### src/rtl/ov7670_pkg.sv
// Shared definitions for the OV7670 capture path: geometry defaults,
// capture FSM states and RGB444 packing helper.
package ov7670_pkg;

    localparam int unsigned PIX_W        = 12;
    localparam int unsigned H_ACTIVE_DEF = 640;
    localparam int unsigned V_ACTIVE_DEF = 480;
    localparam int unsigned ADDR_W_DEF   = 17;

    // RGB444 field positions inside the packed 12-bit pixel
    localparam int unsigned CH_W  = 4;
    localparam int unsigned R_LSB = 8;
    localparam int unsigned G_LSB = 4;
    localparam int unsigned B_LSB = 0;

    typedef enum logic {
        ST_SYNC   = 1'b0,
        ST_ACTIVE = 1'b1
    } state_t;

    function automatic logic [PIX_W-1:0] pack_rgb444(
        input logic [CH_W-1:0] r,
        input logic [CH_W-1:0] g,
        input logic [CH_W-1:0] b
    );
        logic [PIX_W-1:0] p;
        p = '0;
        p[R_LSB +: CH_W] = r;
        p[G_LSB +: CH_W] = g;
        p[B_LSB +: CH_W] = b;
        return p;
    endfunction

endpackage

### src/rtl/ov7670_pixel_packer_edge_detect.sv
// Registers a single-bit camera signal and produces one-cycle rise/fall
// pulses aligned with the registered level.
module ov7670_pixel_packer_edge_detect (
    input  logic clk,
    input  logic rst,
    input  logic din,
    output logic level,
    output logic rise,
    output logic fall
);

    logic prev;

    // Sample the pin and keep one cycle of history; both reset low so a
    // signal that is already low after reset never yields a false fall.
    always_ff @(posedge clk or posedge rst) begin
        if (rst) begin
            level <= 1'b0;
            prev  <= 1'b0;
        end else begin
            level <= din;
            prev  <= level;
        end
    end

    assign rise = level & ~prev;
    assign fall = ~level & prev;

endmodule

### src/rtl/ov7670_pixel_packer.sv
// OV7670 capture stage: packs RGB444 byte pairs into 12-bit pixels,
// keeps every second pixel of every second line and drives the frame
// buffer write port. Tracks frame sync, counts frames, flags bad lines.
module ov7670_pixel_packer
    import ov7670_pkg::*;
#(
    parameter int unsigned H_ACTIVE = H_ACTIVE_DEF,
    parameter int unsigned V_ACTIVE = V_ACTIVE_DEF,
    parameter int unsigned ADDR_W   = ADDR_W_DEF
) (
    input  logic              pclk,
    input  logic              reset,
    input  logic              vsync,
    input  logic              href,
    input  logic [7:0]        d,
    output logic [ADDR_W-1:0] addr,
    output logic [PIX_W-1:0]  dout,
    output logic              we,
    output logic              frame_done,
    output logic [7:0]        frame_count,
    output logic              line_err
);

    // x counts up to H_ACTIVE+1 and then sticks, so overlong lines never wrap
    localparam int unsigned X_W = $clog2(H_ACTIVE + 2);
    localparam int unsigned Y_W = $clog2(V_ACTIVE + 1);
    localparam logic [X_W-1:0]    X_END     = X_W'(H_ACTIVE);
    localparam logic [Y_W-1:0]    Y_END     = Y_W'(V_ACTIVE);
    localparam logic [ADDR_W-1:0] LINE_STEP = ADDR_W'(H_ACTIVE / 2);

    state_t state, state_nxt;

    logic vsync_q, vsync_rise, vsync_fall;
    logic href_q, href_rise, href_fall;
    logic [7:0] d_q;

    logic [X_W-1:0]    x;
    logic [Y_W-1:0]    y;
    logic [ADDR_W-1:0] line_base;
    logic              phase;
    logic              in_line;
    logic [CH_W-1:0]   r_lat;

    logic enter_active, line_live, pix_done, store, line_end, frame_end, abort;

    ov7670_pixel_packer_edge_detect u_vsync_ed (
        .clk   (pclk),
        .rst   (reset),
        .din   (vsync),
        .level (vsync_q),
        .rise  (vsync_rise),
        .fall  (vsync_fall)
    );

    ov7670_pixel_packer_edge_detect u_href_ed (
        .clk   (pclk),
        .rst   (reset),
        .din   (href),
        .level (href_q),
        .rise  (href_rise),
        .fall  (href_fall)
    );

    // Data byte gets the same single input register as vsync/href
    always_ff @(posedge pclk or posedge reset) begin
        if (reset) begin
            d_q <= '0;
        end else begin
            d_q <= d;
        end
    end

    // FSM state register
    always_ff @(posedge pclk or posedge reset) begin
        if (reset) begin
            state <= ST_SYNC;
        end else begin
            state <= state_nxt;
        end
    end

    // FSM next state: arm on the end of vertical blanking, disarm on its start
    always_comb begin
        state_nxt = state;
        case (state)
            ST_SYNC:   if (vsync_fall) state_nxt = ST_ACTIVE;
            ST_ACTIVE: if (vsync_rise) state_nxt = ST_SYNC;
            default:   state_nxt = ST_SYNC;
        endcase
    end

    // FSM outputs: per-cycle capture decisions from the registered inputs.
    // A line only counts if its HREF rose while armed, so a line already in
    // flight when VSYNC falls is skipped rather than captured from mid-line.
    always_comb begin
        enter_active = 1'b0;
        line_live    = 1'b0;
        pix_done     = 1'b0;
        store        = 1'b0;
        line_end     = 1'b0;
        frame_end    = 1'b0;
        abort        = 1'b0;
        if (state == ST_SYNC) begin
            enter_active = vsync_fall;
        end else begin
            line_live = href_q && (href_rise || in_line) && !vsync_q;
            pix_done  = line_live && phase;
            store     = pix_done && !x[0] && !y[0] && (x < X_END) && (y < Y_END);
            line_end  = href_fall && in_line;
            frame_end = vsync_rise && (y != '0);
            abort     = vsync_rise && href_q;
        end
    end

    // Pixel/line counters and line-base accumulation
    always_ff @(posedge pclk or posedge reset) begin
        if (reset) begin
            x         <= '0;
            y         <= '0;
            line_base <= '0;
            phase     <= 1'b0;
            in_line   <= 1'b0;
            r_lat     <= '0;
        end else if (enter_active) begin
            x         <= '0;
            y         <= '0;
            line_base <= '0;
            phase     <= 1'b0;
            in_line   <= 1'b0;
        end else if (state == ST_ACTIVE) begin
            if (vsync_rise) begin
                phase   <= 1'b0;
                in_line <= 1'b0;
            end else if (line_live) begin
                in_line <= 1'b1;
                if (!phase) begin
                    r_lat <= d_q[3:0];
                    phase <= 1'b1;
                end else begin
                    phase <= 1'b0;
                    if (x <= X_END) x <= x + 1'b1;
                end
            end else if (line_end) begin
                phase   <= 1'b0;
                in_line <= 1'b0;
                x       <= '0;
                if (y < Y_END) begin
                    y <= y + 1'b1;
                    if (y[0]) line_base <= line_base + LINE_STEP;
                end
            end
        end
    end

    // Write port, frame bookkeeping and sticky line error
    always_ff @(posedge pclk or posedge reset) begin
        if (reset) begin
            addr        <= '0;
            dout        <= '0;
            we          <= 1'b0;
            frame_done  <= 1'b0;
            frame_count <= '0;
            line_err    <= 1'b0;
        end else begin
            we         <= store;
            frame_done <= frame_end;
            if (store) begin
                dout <= pack_rgb444(r_lat, d_q[7:4], d_q[3:0]);
                addr <= line_base + ADDR_W'(x >> 1);
            end
            if (frame_end) frame_count <= frame_count + 8'd1;
            if (abort || (line_end && (phase || x != X_END))) line_err <= 1'b1;
        end
    end

endmodule

### config.mk
export PLATFORM = sky130hd
export DESIGN_NAME = ov7670_pixel_packer
export DESIGN_NICKNAME = d
export VERILOG_FILES = /design/src/rtl/ov7670_pkg.sv /design/src/rtl/ov7670_pixel_packer_edge_detect.sv /design/src/rtl/ov7670_pixel_packer.sv
export SDC_FILE = /design/constraint.sdc
export NUM_CORES = 1
export LEC_CHECK = 0
export ABC_AREA = 1
export CAP_MARGIN = 20
export CELL_PAD_IN_SITES_DETAIL_PLACEMENT = 1
export CELL_PAD_IN_SITES_GLOBAL_PLACEMENT = 2
export CORE_AREA = 2 2 127 129
export DETAILED_ROUTE_END_ITERATION = 8
export DIE_AREA = 0 0 129 131
export PLACE_DENSITY_LB_ADDON = 0.1
export SLEW_MARGIN = 20
export SYNTH_ARGS = -nofsm -noshare
export SYNTH_HDL_FRONTEND = slang
export SYNTH_HIERARCHICAL = 1
export SYNTH_SLANG_ARGS = --single-unit
export TNS_END_PERCENT = 20
### constraint.sdc
create_clock -name pclk -period 3.05 [get_ports pclk]
set_clock_uncertainty 0.1 [all_clocks]
set_input_delay 0.61 -clock pclk [delete_from_list [all_inputs] [get_ports pclk]]
set_output_delay 0.61 -clock pclk [all_outputs]
set_load 0.05 [all_outputs]
==> results.txt, run 1 <==
path type of the worst setup path - reg -> out
antenna diode count - 0
Fin. Hold Viols - 0
Slowest cell on crit path - clkdlybuf4s50_1
vias in the first global route - 3993
Syn Area/Cell - 7.94 um^2
largest net degree at the start of global routing - 86
Setup crit end kind - primary output
# port buffers - 51
Data arrival, critical path - 1600 ps
pins over their slew limit - 0
WL/cell - 13.5 um
sequential area share after synthesis - 0.483
DR vias - 3786
Yosys cell types - 32
Setup Viol. Count Final - 0
root cell of the clock tree - clkbuf_16
global-route usage over all layers - 0.148
total of max-cap violations - 0
xor/xnor share of the synthesized area - 0.0171
Via density - 4.48
Placer Congestion - 0.756
final worst path period need - 2310 ps
crit path cell chain - clkdlybuf4s50_1
min-delay worst type - reg -> reg
post-synthesis mux area share - 0
Max FO, Critical Path - 4
Die Wd - 129 um
cts repair resizes - 0
first-pass GRT wire length - 19700 um
routed wire length - 11400 um
Pwr Density - 616 nW/um^2
status - finished clean
Routed Antenna Nets - 0
layout cells sized above 1 - 0.0843
fin area - 5600 um^2
global route overflow - 0
CTS tree - built
Mapped Cells - 580
clock sink count - 89
FMAX - 0.434 GHz
Worst R2R Setup Slack - 1000 ps
die footprint - 16900 um^2
synthesized area - 4610 um^2
post-CTS setup buffers - 0
dpl hpwl - 8310 um
Rel. slew slack - 0.593
Synthesis Warnings - 6
synthesized-area fraction occupied by adder cells - 0.0244
clk_lat worst skew - 340 ps
#FFs+latches synth - 89
Boundary Pins - 52
residual DRC count - 0
peak ir drop on the vdd network - 0.248 mV
final period utilization - 0.756
initial cell density of the core - 0.295
clock buffer depth - 2
WP buf/inv - 1
Hold Buf Count CTS - 0
leak pwr - 0.00263 uW
RSZ-0062 raised after global routing - no
Synth Area in Simple Gates - 0.307
Die Y - 131 um
DP Area - 5290 um^2
fin nets - 648
row count - 46
CP Launch Type - flop
DR pass1 iterations - 4
Setup TNS - 0 ps
Compound-Gate Fraction of Synth Area - 0.0771
Worst Max-Slew Pin Slew - 604 ps
core area - 15600 um^2
area added between synthesis and finish - 21.5%
most frequent cells in the layout - nand2_1 (195), dfrtp_1 (89), inv_1 (71)
crit-path max cell delay - 830 ps
commonest non-fill, non-tap cell in the layout - nand2_1
CP top delay family - buffers and inverters
iteration-0 DRC count of the detailed router - 134
WP data required - 2340 ps
Worst-path clk slew - 70 ps
largest family of logic cells by synthesized area - simple AND/OR/NAND/NOR gates
H-tree Lvls - 3
CTS Buf Count - 9
initial antenna violation count - 0
Post-Syn Nets - 601
==> state kept, by name, indices dropped and copies added (netlist names) <==
register / cells
addr: 17
dout: 12
line_base: 11
x: 10
y: 9
d_q: 8
frame_count: 8
r_lat: 4
frame_done: 1
in_line: 1
line_err: 1
phase: 1
state: 1
u_href_ed/level: 1
u_href_ed/prev: 1
u_vsync_ed/level: 1
u_vsync_ed/prev: 1
we: 1
==> cell families after synthesis <==
logic type	after synthesis
and+or+nand+nor	321
buffers and inverters	94
DFF	89
AOI/OAI and AO/OA	58
xor gates and xnor gates	9
adders and majority gates	9
==> layer usage <==
layer,part of all wire,vias to the layer above,global-route usage
met3,0.028,8,0.0301
met2,0.48,45,0.252
met5,0,-,0
met4,0.011,0,0.0422
met1,0.48,1823,0.191
li1,-,1910,-
==> power by group <==
part,internal [uW],switching (uW)
sequential,1320,154
clock,727,457
combinational,272,524
total,2310,1130
==> path summary, 6_finish.rpt <==
path | start | to | depth (start not counted)
min in group asynchronous | reset | u_href_ed/level | 2
max reg2reg | u_href_ed/level | addr[12] | 10
min reg2reg | u_href_ed/level | u_href_ed/prev | 0
max | frame_count[0] | frame_count[0] | 1
max in group asynchronous | reset | addr[1] | 3
min | u_href_ed/level | u_href_ed/prev | 0
==> through the flow <==
step / utilization / hold slack, ps / instances / setup slack, ps / total power (uW)
3_5_place_dp: 0.339 / 340 / 832 / 950 / 2310
6_report: 0.359 / 347 / 845 / 745 / 3450
3_3_place_gp: 0.339 / 333 / 832 / 958 / 2290
5_1_grt: 0.359 / 373 / 845 / 689 / 3670
4_1_cts: 0.359 / 356 / 845 / 727 / 3520
2_1_floorplan: - / 251 / 580 / 147 / 2050
==> layout make-up <==
class	count	area, um^2
inverter	77	295
multi-input combinational	397	1960
timing repair buffer	53	538
sequential	89	2230
fill	1903	10000
tap	216	270
clock inverter	3	67.6
clock buffer	10	239
==> cell usage after synthesis <==
cell type / instances / area share
nor3_1: 8 / 0.0087
inv_2: 3 / 0.0024
nand2_2: 8 / 0.011
buf_4: 1 / 0.0016
o21ai_2: 13 / 0.025
nand4_1: 12 / 0.016
dfrtp_1: 89 / 0.48
o22ai_1: 2 / 0.0027
nand3_1: 41 / 0.045
o21ai_4: 1 / 0.0035
o21ai_0: 21 / 0.023
nor3b_1: 1 / 0.0016
xnor2_1: 2 / 0.0038
a21oi_1: 6 / 0.0065
nand2_4: 3 / 0.0073
clkbuf_1: 1 / 0.00081
buf_6: 6 / 0.015
or2_1: 1 / 0.0014
nand2_1: 195 / 0.16
buf_2: 9 / 0.0098
nor2_4: 3 / 0.0073
o21ai_1: 14 / 0.015
o21bai_1: 1 / 0.0016
ha_1: 9 / 0.024
inv_1: 72 / 0.059
nand3b_1: 3 / 0.0049
or2_2: 1 / 0.0014
nand3_4: 2 / 0.0076
inv_4: 2 / 0.0027
nor2_1: 42 / 0.034
xor2_1: 7 / 0.013
nand3_2: 1 / 0.0022
(Power assumes the default switching activity.)
==> inputs of run 2 (changes only) <==
--- a/config.mk
+++ b/config.mk
@@ -9,9 +9,9 @@
 export CAP_MARGIN = 20
 export CELL_PAD_IN_SITES_DETAIL_PLACEMENT = 1
 export CELL_PAD_IN_SITES_GLOBAL_PLACEMENT = 2
-export CORE_AREA = 2 2 127 129
+export CORE_AREA = 2 2 122 124
 export DETAILED_ROUTE_END_ITERATION = 8
-export DIE_AREA = 0 0 129 131
+export DIE_AREA = 0 0 124 126
 export PLACE_DENSITY_LB_ADDON = 0.1
 export SLEW_MARGIN = 20
 export SYNTH_ARGS = -nofsm -noshare
==> constraint.sdc (replaced) <==
create_clock -name pclk -period 2.3 [get_ports pclk]
set_clock_uncertainty 0.1 [all_clocks]
set_input_delay 0.46 -clock pclk [delete_from_list [all_inputs] [get_ports pclk]]
set_output_delay 0.46 -clock pclk [all_outputs]
set_load 0.05 [all_outputs]
==> run 2 against run 1 <==
Against the previous run:
- hold slack worse by 74 ps
- critical path depth is the same
- count of clock-buffer cells in the layout decreased by 1
==> results.txt, run 2 (synthesis gave the netlist of run 1 again) <==
status - finished clean
Setup Viol. Count Final - 0 (unchanged)
FMAX - 0.464 GHz
Crit path depth - 1 (unchanged)
Worst Max-Slew Pin Slew - 535 ps (-68.4 ps)
crit-path max cell delay - 840 ps (about the same)
row count - 44 (-4.3%)
core area - 14300 um^2 (-8.2%)
H-tree Lvls - 3 (unchanged)
Hold Buf Count CTS - 0 (unchanged)
initial cell density of the core - 0.322 (+0.0265)
# port buffers - 51 (unchanged)
RSZ-0062 raised after global routing - no
dpl hpwl - 8380 um (+0.89%)
die footprint - 15600 um^2 (-7.5%)
Die Wd - 124 um (-3.9%)
reg-to-reg endpoint - line_base[13]
Via density - 4.65 (+3.7%)
number of flip-flops under the largest register name - 17 (unchanged)
Setup TNS - 0 ps (unchanged)
vias in the first global route - 4067 (+1.9%)
commonest non-fill, non-tap cell in the layout - nand2_1
WP data required - 1740 ps (-600 ps)
Worst R2R Setup Slack - 270 ps (-730 ps)
pins over their slew limit - 0 (unchanged)
Setup crit end kind - primary output
antenna diode count - 0 (unchanged)
biggest regs - addr x17, dout x12, line_base x11
Routed Antenna Nets - 0 (unchanged)
final worst path period need - 2160 ps
initial antenna violation count - 0 (unchanged)
Fin. Hold Viols - 0 (unchanged)
routed wire length - 11300 um (-1.0%)
cts repair resizes - 0 (unchanged)
Rel. slew slack - 0.642 (+0.0487)
WP buf/inv - 1 (unchanged)
path type of the worst setup path - reg -> out
iteration-0 DRC count of the detailed router - 145 (+8.2%)
crit path cell chain - clkdlybuf4s50_1
R2R Path Start - u_vsync_ed/level
Pwr Density - 837 nW/um^2 (+36%)
WL/cell - 13.8 um (+2.1%)
total of max-cap violations - 0 (unchanged)
CP Launch Type - flop
clock buffer depth - 2 (unchanged)
global-route usage over all layers - 0.162 (+0.0137)
post-CTS setup buffers - 0 (unchanged)
Data arrival, critical path - 1600 ps (about the same)
DP Area - 5290 um^2 (about the same)
Biggest register - addr
CTS Buf Count - 9 (unchanged)
DR pass1 iterations - 4 (unchanged)
residual DRC count - 0 (unchanged)
Worst Setup SP - frame_count[3]
Die Y - 126 um (-3.8%)
leak pwr - 0.00267 uW (+1.5%)
DR vias - 3806 (+0.53%)
CP top delay family - buffers and inverters
Placer Congestion - 0.806 (+6.6%)
root cell of the clock tree - clkbuf_16
min-delay worst type - in -> async
area added between synthesis and finish - 22.3%
CTS tree - built
clock sink count - 89 (unchanged)
fin area - 5630 um^2 (+0.60%)
largest net degree at the start of global routing - 42 (-51%)
Setup crit end - frame_count[3]
Boundary Pins - 52 (unchanged)
Max FO, Critical Path - 5 (+1)
Worst-path clk slew - 70 ps (about the same)
clk_lat worst skew - 350 ps (about the same)
peak ir drop on the vdd network - 0.360 mV (+45%)
first-pass GRT wire length - 19900 um (+0.98%)
Slowest cell on crit path - clkdlybuf4s50_1
worst reg2reg path depth - 8 (-2)
fill count - 1743 (-8.4%)
layout cells sized above 1 - 0.0929 (+0.00865)
global route overflow - 0 (unchanged)
fin nets - 651 (+0.46%)
final period utilization - 0.938
most frequent cells in the layout - nand2_1 (195), dfrtp_1 (89), inv_1 (71)
run 2: cell types whose count changed in the layout (fill, tap and decap cells not counted):
cell       delta
clkbuf_8      -1
clkinv_4      +1
bufinv_16     +1
inv_6         +1
clkinv_2      +1
buf_12        +1
buf_4         +2
run 2: area by class of cell:
| cell class | count | area [um^2] | share of cell area |
|---|---|---|---|
| timing repair buffer | 56 | 573 | 0.102 |
| tap | 184 | 230 | 0.0409 |
| inverter | 77 | 298 | 0.0529 |
| sequential | 89 | 2230 | 0.395 |
| multi-input combinational | 397 | 1960 | 0.348 |
| clock buffer | 9 | 225 | 0.0400 |
| clock inverter | 7 | 118 | 0.0209 |
run 2: worst min path at each step:
stage / start / end / slack [ps] / cells after the start
2_1_floorplan: reset / u_href_ed/level / 100 / 1
3_3_place_gp: d_q[7] / dout[7] / 320 / 2
3_5_place_dp: d_q[6] / dout[6] / 340 / 2
4_1_cts: reset / u_href_ed/level / 260 / 2
5_1_grt: reset / u_href_ed/level / 280 / 2
6_report: reset / u_href_ed/level / 270 / 2
run 2: power by group:
part           switching, uW  internal, uW  total (uW)
Combinational            708           375        1080
Clock                    643          1060        1710
Sequential               178          1750        1920
Total                   1530          3180        4710
run 2: worst register-to-register path: stages (launching register included):
cell and delay [ps]:
dfrtp_1 430, nor2_1 250, nand2_4 240, nand2_1 180, nand2_2 80, nor2_4 280, inv_2 200, nand2_1 90
o21ai_1 60
run 2: per-layer routing:
metal  wire length (um)  track usage
met5                  0            0
met4                108       0.0430
met3                350       0.0403
met1               5340        0.211
met2               5530        0.267
run 2: per-stage QoR:
step | power [uW] | util | hold WS, ps | cells | setup WS [ps]
after global routing | 5010 | 0.394 | 280 | 819 | 99.1
after CTS | 4810 | 0.394 | 259 | 819 | 134
after global placement | 3030 | 0.370 | 324 | 803 | 305
after floorplan | 2720 | - | 101 | 580 | 653
final | 4710 | 0.394 | 273 | 819 | 143
after detailed placement | 3060 | 0.370 | 337 | 803 | 268
==> inputs of run 3 (changes only) <==
--- a/config.mk
+++ b/config.mk
@@ -13,7 +13,6 @@
 export DETAILED_ROUTE_END_ITERATION = 8
 export DIE_AREA = 0 0 124 126
 export PLACE_DENSITY_LB_ADDON = 0.1
-export SLEW_MARGIN = 20
 export SYNTH_ARGS = -nofsm -noshare
 export SYNTH_HDL_FRONTEND = slang
 export SYNTH_HIERARCHICAL = 1
==> results of run 3 <==
Same layout as run 2: the final DEF is identical, and so are final timing and power.
